### config.mk
export PLATFORM = sky130hd
export DESIGN_NAME = gate_step_guard
export DESIGN_NICKNAME = d
export VERILOG_FILES = /design/src/rtl/gate_step_guard.sv
export SDC_FILE = /design/constraint.sdc
export NUM_CORES = 1
export LEC_CHECK = 0
export ABC_AREA = 1
export BUFFER_PORTS_ARGS = -buffer_cell sky130_fd_sc_hd__buf_4
export CORE_AREA = 2 2 66 84
export CTS_BUF_LIST = sky130_fd_sc_hd__clkbuf_2 sky130_fd_sc_hd__clkbuf_4 sky130_fd_sc_hd__clkbuf_8
export DETAILED_ROUTE_END_ITERATION = 10
export DIE_AREA = 0 0 68 86
export GPL_ROUTABILITY_DRIVEN = 0
export PLACE_DENSITY = 0.66
export SYNTH_ARGS = -nofsm -noshare
export SYNTH_HDL_FRONTEND = slang
export SYNTH_SLANG_ARGS = --single-unit
### constraint.sdc
create_clock -name clk -period 8.5 [get_ports clk]
set_input_delay 2.125 -clock clk [delete_from_list [all_inputs] [get_ports clk]]
set_output_delay 2.125 -clock clk [all_outputs]
set_load 0.05 [all_outputs]
### src/rtl/gate_step_guard.sv
// Gate-pattern register for the commutation FSM. Holds each applied pattern for a
// minimum dwell time and faults on requests that change more than one switch per step.
module gate_step_guard #(
  parameter int unsigned DWELL_CYCLES = 8,
  parameter int unsigned CNT_W        = 8,
  parameter int unsigned STEP_W       = 16
) (
  input  logic              clk,
  input  logic              rst,
  input  logic [5:0]        sw_req,
  input  logic              fault_clr,
  output logic [5:0]        gate_out,
  output logic              busy,
  output logic              fault,
  output logic [1:0]        fault_code,
  output logic [STEP_W-1:0] step_cnt
);

  typedef enum logic {
    ST_RUN   = 1'b0,
    ST_FAULT = 1'b1
  } state_e;

  localparam logic [1:0]       CODE_NONE    = 2'b00;
  localparam logic [1:0]       CODE_COUNT   = 2'b01;
  localparam logic [1:0]       CODE_STEP    = 2'b10;
  localparam logic [CNT_W-1:0] DWELL_RELOAD = CNT_W'(DWELL_CYCLES - 1);

  state_e            state_q, state_d;
  logic [5:0]        gate_q, gate_d;
  logic [CNT_W-1:0]  dcnt_q, dcnt_d;
  logic [1:0]        code_q, code_d;
  logic [STEP_W-1:0] step_q, step_d;
  logic [5:0]        diff;

  function automatic logic [2:0] popcnt6(input logic [5:0] v);
    logic [2:0] n;
    n = '0;
    for (int unsigned i = 0; i < 6; i++) begin
      n = n + {2'b00, v[i]};
    end
    return n;
  endfunction

  always_ff @(posedge clk) begin
    if (!rst) begin
      state_q <= ST_RUN;
      gate_q  <= '0;
      dcnt_q  <= '0;
      code_q  <= CODE_NONE;
      step_q  <= '0;
    end else begin
      state_q <= state_d;
      gate_q  <= gate_d;
      dcnt_q  <= dcnt_d;
      code_q  <= code_d;
      step_q  <= step_d;
    end
  end

  always_comb begin
    state_d = state_q;
    gate_d  = gate_q;
    dcnt_d  = dcnt_q;
    code_d  = code_q;
    step_d  = step_q;
    diff    = sw_req ^ gate_q;
    case (state_q)
      ST_RUN: begin
        if (dcnt_q != '0) begin
          dcnt_d = dcnt_q - CNT_W'(1);
        end else if (diff != '0) begin
          // Safe-off is checked first so it is accepted regardless of step size
          if ((sw_req == '0) ||
              ((popcnt6(sw_req) <= 3'd2) &&
               ((gate_q == '0) || (popcnt6(diff) == 3'd1)))) begin
            gate_d = sw_req;
            dcnt_d = DWELL_RELOAD;
            step_d = step_q + STEP_W'(1);
          end else begin
            state_d = ST_FAULT;
            gate_d  = '0;
            dcnt_d  = '0;
            code_d  = (popcnt6(sw_req) > 3'd2) ? CODE_COUNT : CODE_STEP;
          end
        end
      end
      ST_FAULT: begin
        if (fault_clr && (sw_req == '0)) begin
          state_d = ST_RUN;
          code_d  = CODE_NONE;
          dcnt_d  = DWELL_RELOAD;
        end
      end
      default: state_d = ST_RUN;
    endcase
  end

  assign gate_out   = gate_q;
  assign busy       = (dcnt_q != '0) && (state_q == ST_RUN);
  assign fault      = (state_q == ST_FAULT);
  assign fault_code = code_q;
  assign step_cnt   = step_q;

endmodule

# After elaboration in Yosys (flattened, before gate mapping)
# Index checks and enable logic that the tools add are counted.
# word_totals
reg_bits	33
latch_bits	0
ram_bits	0
rom_bits	0
in_bits	9
output_inout_bits	26
wordCells	58
n_memories	0
# op_classes
add_sub_neg	12
n_mul	0
n_div	0
order_cmp	2
eq_ne	6
n_shift	0
mux	17
n_bitwise	3
n_reduce_logical	13
# op_table
cell	count
two-way mux 8 bit	3
adder 3 x 1 -> 3 bit	6
adder 16 x 1 -> 16 bit (second input constant)	1
one-hot mux 8 bit (2 select lines)	1
logical NOT 6 bit	2
two-way mux 2 bit	5
AND reduction 4 bit	2
nonzero test 8 bit	1
subtractor 8 x 1 -> 8 bit (second input constant)	1
adder 2 x 1 -> 3 bit	2
two-way mux 6 bit	1
!= test 2 bit (second input constant)	3
nonzero test 6 bit	1
bitwise XOR 6 bit	1
adder 1 x 1 -> 2 bit	2
two-way mux 1 bit	4
one-hot mux 2 bit (2 select lines)	1
== test 3 x 1 -> 1 bit (second input constant)	1
greater-than comparator 3 x 2 -> 1 bit (second input constant)	1
less-or-equal comparator 3 x 2 -> 1 bit (second input constant)	1
logical AND 1 bit	3
two-way mux 3 bit	1
!= test 3 bit (second input constant)	1
AND reduction 3 bit	1
5 further kinds	7

# Logic depth before layout (Yosys ltp)
# logic_depth
depth_word	14
mapped_depth	21
mapped_depth_nobuf	21

# Least setup slack after synthesis
# OpenSTA, ideal clock, no wires.
# synth_path
kind	input port to flip-flop
start	input port sw_req[0]
end	register step_q[12], in the netlist step_cnt[12]
setup_ns	0.132
t_arrival_ns	4.962
setup_slack_ns	3.406
cell_stages	16
cell_sequence	xnor2_1 -> inv_1 -> fa_1 -> inv_1 -> fa_1 -> inv_1 -> ha_1 -> fa_1 -> nand3b_1 -> nand2_1 -> nand2_1 -> nand2_1 -> nand2_1 -> buf_2 -> o21ai_0 -> a21oi_1
# synth_via
elab_chain_len	11
word_cells_on_any_way	19
cone_classes	add/sub (10); order compare (1); eq/ne (1); bitwise (1); reduce/logical (6)
# synth_rtl
item	line_no	source
start: declaration	10	input logic [5:0] sw_req,
bitwise XOR 6 bit	67	diff = sw_req ^ gate_q;
adder 1 x 1 -> 2 bit	40	n = n + {2'b00, v[i]};
adder 2 x 1 -> 3 bit	40	
adder 3 x 1 -> 3 bit (3 in a row)	40	
== test 3 x 1 -> 1 bit	76	((gate_q == '0) || (popcnt6(diff) == 3'd1)))) begin
logical OR 1 bit	76	
logical AND 1 bit	75	((popcnt6(sw_req) <= 3'd2) &&
logical OR 1 bit	74	if ((sw_req == '0) ||
AND reduction 4 bit (no line) (*)	-	
end signal: assignment	57	step_q <= step_d;
end: declaration	33	logic [STEP_W-1:0] step_q, step_d;
# Mark *: on every way between the ends. The rest lies on a longest branch, timed or not.
# A chain may end at the register's enable or synchronous reset.

# Worst setup path after layout
# layout_path
start	input port sw_req[0]
end	register step_q[7], in the netlist step_cnt[7]
# The elaborated chain is that of the path after synthesis.

==> impl_metrics.prom <==
# TYPE chip_impl_metric gauge
chip_impl_info{name="run_status",value="complete, no violations"} 1
chip_impl_metric{name="cts-buffers-inserted",unit=""} 5
chip_impl_metric{name="port_buffers",unit=""} 34
chip_impl_metric{name="antenna_left",unit=""} 0
chip_impl_metric{name="dr_total_vias",unit=""} 2089
chip_impl_info{name="timing.critical_path.to_type",value="flop"} 1
chip_impl_metric{name="grt_remaining_overflow",unit=""} 0
chip_impl_info{name="worstSetupStartpointType",value="primary input"} 1
chip_impl_metric{name="fin_util",unit="%"} 52.6
chip_impl_metric{name="worst-r2r-cell-count",unit=""} 16
chip_impl_metric{name="syn-instance-count",unit=""} 327
chip_impl_metric{name="ctsHoldBuffers",unit=""} 0
chip_impl_metric{name="fin_nets",unit=""} 384
chip_impl_metric{name="power_density",unit="mW/mm^2"} 294
chip_impl_metric{name="drt_wl_total",unit="um"} 4960
chip_impl_metric{name="post_drt_via_cell_ratio",unit=""} 4.92
chip_impl_metric{name="share_of_post_route_cells_with_drive_strength_above_1",unit="%"} 17.6
chip_impl_metric{name="detail_route.iter0.violations",unit=""} 72
chip_impl_metric{name="setup_viol",unit=""} 0
chip_impl_metric{name="starting_density_of_the_core",unit="%"} 44.3
chip_impl_info{name="crit_type",value="primary input to flop"} 1
chip_impl_info{name="cp_top_family",value="adder cells"} 1
chip_impl_metric{name="synth-seq-area-share",unit="%"} 29.8
chip_impl_metric{name="cts.reportedPaths.clkPinSlew",unit="ps"} 70
chip_impl_metric{name="synth_async_sr_flop_share",unit="%"} 0
chip_impl_metric{name="placed_cells",unit=""} 417
chip_impl_metric{name="min_period_over_period",unit="%"} 63.9
chip_impl_metric{name="dp_hpwl",unit="um"} 3690
chip_impl_metric{name="cts-root-to-sink-buffers",unit=""} 2
chip_impl_info{name="clock_tree_from_tritoncts",value="built"} 1
chip_impl_info{name="cp_slowest_cell",value="fa_1"} 1
chip_impl_metric{name="fp.coreArea",unit="sq mm"} 0.00501
chip_impl_info{name="synth.cells.most_frequent",value="nand2_1 (82), inv_1 (44), nor2_1 (37), dfxtp_1 (33), a21oi_1 (27)"} 1
chip_impl_metric{name="worst_slew_margin_relative_to_its_limit",unit="%"} 49.8
chip_impl_metric{name="finalHoldViolCount",unit=""} 0
chip_impl_info{name="cts_root_buffer",value="clkbuf_8"} 1
chip_impl_metric{name="die_h",unit="um"} 86
chip_impl_metric{name="power_frac_seq",unit="%"} 26.3
chip_impl_metric{name="postCtsSetupRepairBufs",unit=""} 0
chip_impl_metric{name="number_of_antenna_violations_at_the_first_check_in_global_routing",unit=""} 0
chip_impl_metric{name="fraction_of_power_consumed_by_combinational_cells",unit="%"} 53.4
chip_impl_metric{name="max_cap_violations",unit=""} 0
chip_impl_metric{name="timing.setup.tns",unit="ps"} 0
chip_impl_metric{name="drv_slew",unit=""} 0
chip_impl_metric{name="post-route-drc-count",unit=""} 0
chip_impl_metric{name="worst_hold_slack_after_final_layout",unit="ps"} 465
chip_impl_metric{name="syn_area_per_cell",unit="sq um"} 6.78
chip_impl_metric{name="switching_share",unit="%"} 46.6
chip_impl_metric{name="grt_max_degree",unit=""} 22
chip_impl_info{name="crit-reg2reg-capture",value="step_cnt[7]"} 1
chip_impl_metric{name="worst_slew_pin_tran",unit="ps"} 752
chip_impl_metric{name="groute.usage.overall",unit="%"} 18.4
chip_impl_metric{name="reg2reg_setup_slack",unit="ps"} 4650
chip_impl_metric{name="timing.fmax",unit="MHz"} 184
chip_impl_metric{name="worstPathBufferInverterCount",unit=""} 4
chip_impl_info{name="hold_end",value="dcnt_q[5]"} 1
chip_impl_metric{name="std_cell_rows",unit=""} 29
chip_impl_metric{name="share_clk_of_total_power",unit="%"} 20.3
chip_impl_info{name="timing.critical_path.cells",value="buf_4 > xnor2_1 > inv_1 > fa_1 > inv_1 > fa_1 > inv_1 > ha_1 > fa_1 > nand3b_1 > nand2_1 > nand2_1 > nand2_1 > nand2_1 > nor2_4 > o21ai_0 > a21oi_1"} 1
chip_impl_metric{name="wl_per_cell",unit="um"} 11.7
chip_impl_metric{name="die_x",unit="um"} 68
chip_impl_metric{name="crit_path_max_fanout",unit=""} 13
chip_impl_metric{name="slowest_cell_delay_on_critical_path",unit="ps"} 540
chip_impl_metric{name="clock_sinks",unit=""} 33
chip_impl_metric{name="floorplan.die_area",unit="sq mm"} 0.00585
chip_impl_metric{name="worstPathArrival",unit="ps"} 5640
chip_impl_info{name="top_post_synthesis_cells_by_area",value="dfxtp_1 (30%), nand2_1 (14%), inv_1 (7.4%), nor2_1 (6.3%), a21oi_1 (6.1%)"} 1
chip_impl_metric{name="post-route-min-period",unit="ps"} 5430
chip_impl_info{name="worstReg2RegStart",value="gate_out[0]"} 1
chip_impl_metric{name="worst_clock_skew",unit="ps"} 5.78
chip_impl_metric{name="worstSkewPairLatency",unit="ps"} 290
chip_impl_info{name="synth_top_flop_cell",value="dfxtp_1"} 1
chip_impl_metric{name="synth-edff-count",unit=""} 0
chip_impl_metric{name="synth_largest_type_area_fraction",unit="%"} 29.8
chip_impl_metric{name="final_cell_count_no_fill",unit=""} 425
chip_impl_metric{name="cts-resized-gates",unit=""} 0
chip_impl_metric{name="power.switching",unit="mW"} 0.361
chip_impl_metric{name="top_level_ports",unit=""} 35
chip_impl_info{name="synthDominantAreaCellType",value="dfxtp_1"} 1
chip_impl_metric{name="synthesized_flop_and_latch_total",unit=""} 33
chip_impl_metric{name="worst_ir_drop_vdd",unit="uV"} 97.6
chip_impl_info{name="grt_setup_unrepaired",value="false"} 1
chip_impl_metric{name="drt_pre_antenna_iters",unit=""} 4
chip_impl_metric{name="dp_worst_setup_slack",unit="ps"} 2730
chip_impl_metric{name="syn_nets",unit=""} 349
chip_impl_info{name="min_from",value="dcnt_q[5]"} 1
chip_impl_metric{name="holdPathStages",unit=""} 2
chip_impl_metric{name="power.internal",unit="mW"} 0.413
chip_impl_metric{name="syn-cell-area",unit="sq mm"} 0.00222
chip_impl_metric{name="flow.area_growth_from_synthesis",unit="%"} 18.8
chip_impl_metric{name="leakagePower",unit="nW"} 1.15
chip_impl_metric{name="wire_length_of_the_first_global_routing_pass",unit="um"} 8270
chip_impl_metric{name="cts_max_level",unit=""} 2
chip_impl_info{name="timing.hold.worst.class",value="flop to flop"} 1
chip_impl_metric{name="yosys_warnings",unit=""} 0
chip_impl_info{name="yosys.cell_count.top_type",value="nand2_1"} 1
chip_impl_info{name="path_common_cell",value="nand2_1"} 1
chip_impl_metric{name="number_of_global_route_vias_before_repair",unit=""} 1913
chip_impl_metric{name="insertedDiodeCount",unit=""} 0
chip_impl_metric{name="worst-endpoint-required",unit="ps"} 8710
chip_impl_metric{name="synth.distinct_cells",unit=""} 32
chip_impl_metric{name="worst_slack",unit="ps"} 3070
[per-stage QoR]
stage,cell area [sq um],power [mW]
after floorplan,2220,0.539
after global placement,2510,0.614
after detailed placement,2510,0.623
after CTS,2640,0.783
after global routing,2640,0.836
final,2640,0.774
[cells by family after synthesis]
logic type               synth area share [%]
buffers and inverters                    10.0
XOR/XNOR                                 5.14
AO/OA/AOI/OAI                            11.1
flip-flops                               29.8
AND/OR/NAND/NOR                          34.6
adder cells (fa/ha/maj)                  9.37
[metal layers]
metal  global-route usage (%)  vias to the layer above  wire [um]
li1                         -                     1096          -
met1                     22.2                      944       2190
met2                     30.9                       42       2480
met3                     4.33                        7        214
met4                     7.09                        0         81
met5                        0                        -          0
[flip-flops by register name, indices dropped and copies added (netlist names)]
signal	flops
gate_out	6
fault_code	2
fault	1
dcnt_q	8
step_cnt	16
[worst reg2reg max path, cell delays in order (launching register included)]
cell	delay (ps)
dfxtp_1	350
xnor2_1	230
inv_1	90
fa_1	540
inv_1	60
fa_1	530
inv_1	40
ha_1	190
fa_1	420
nand3b_1	160
nand2_1	70
nand2_1	60
nand2_1	140
nand2_1	290
nor2_4	340
o21ai_0	140
a21oi_1	130
[layout by cell type (no fill, tap or decap), types with 7 or more instances in the layout]
cell / instances
nand2_1: 82
inv_1: 44
nor2_1: 37
buf_4: 34
dfxtp_1: 33
a21oi_1: 27
o21ai_0: 17
nand3_1: 15
xor2_1: 9
nor3_1: 8
ha_1: 7
[final cells by class]
type	count	area [sq um]
Inverter	50	188
Tap cell	62	77.6
Sequential cell	33	661
Fill cell	525	2370
Clock buffer	7	90.1
Timing Repair Buffer	34	255
Multi-Input combinational cell	238	1330
Clock inverter	1	30.0
[power groups by stage]
stage	sequential [mW]	clock, mW	combinational, mW
global placement	0.207	0	0.407
detailed placement	0.207	0	0.416
global route	0.208	0.168	0.460
CTS	0.204	0.161	0.418
floorplan	0.245	0	0.294
finish	0.204	0.157	0.413
[worst max-delay path by stage]
stage | startpoint | to | slack [ps] | depth (start not counted)
2_1_floorplan | sw_req[0] | step_cnt[12] | 3410 | 16
3_3_place_gp | sw_req[0] | step_cnt[7] | 2850 | 17
3_5_place_dp | sw_req[0] | step_cnt[7] | 2730 | 17
4_1_cts | sw_req[0] | step_cnt[7] | 3040 | 17
5_1_grt | sw_req[0] | step_cnt[7] | 2820 | 17
6_report | sw_req[0] | step_cnt[7] | 3070 | 17
Power figures use the tool's default switching activity.
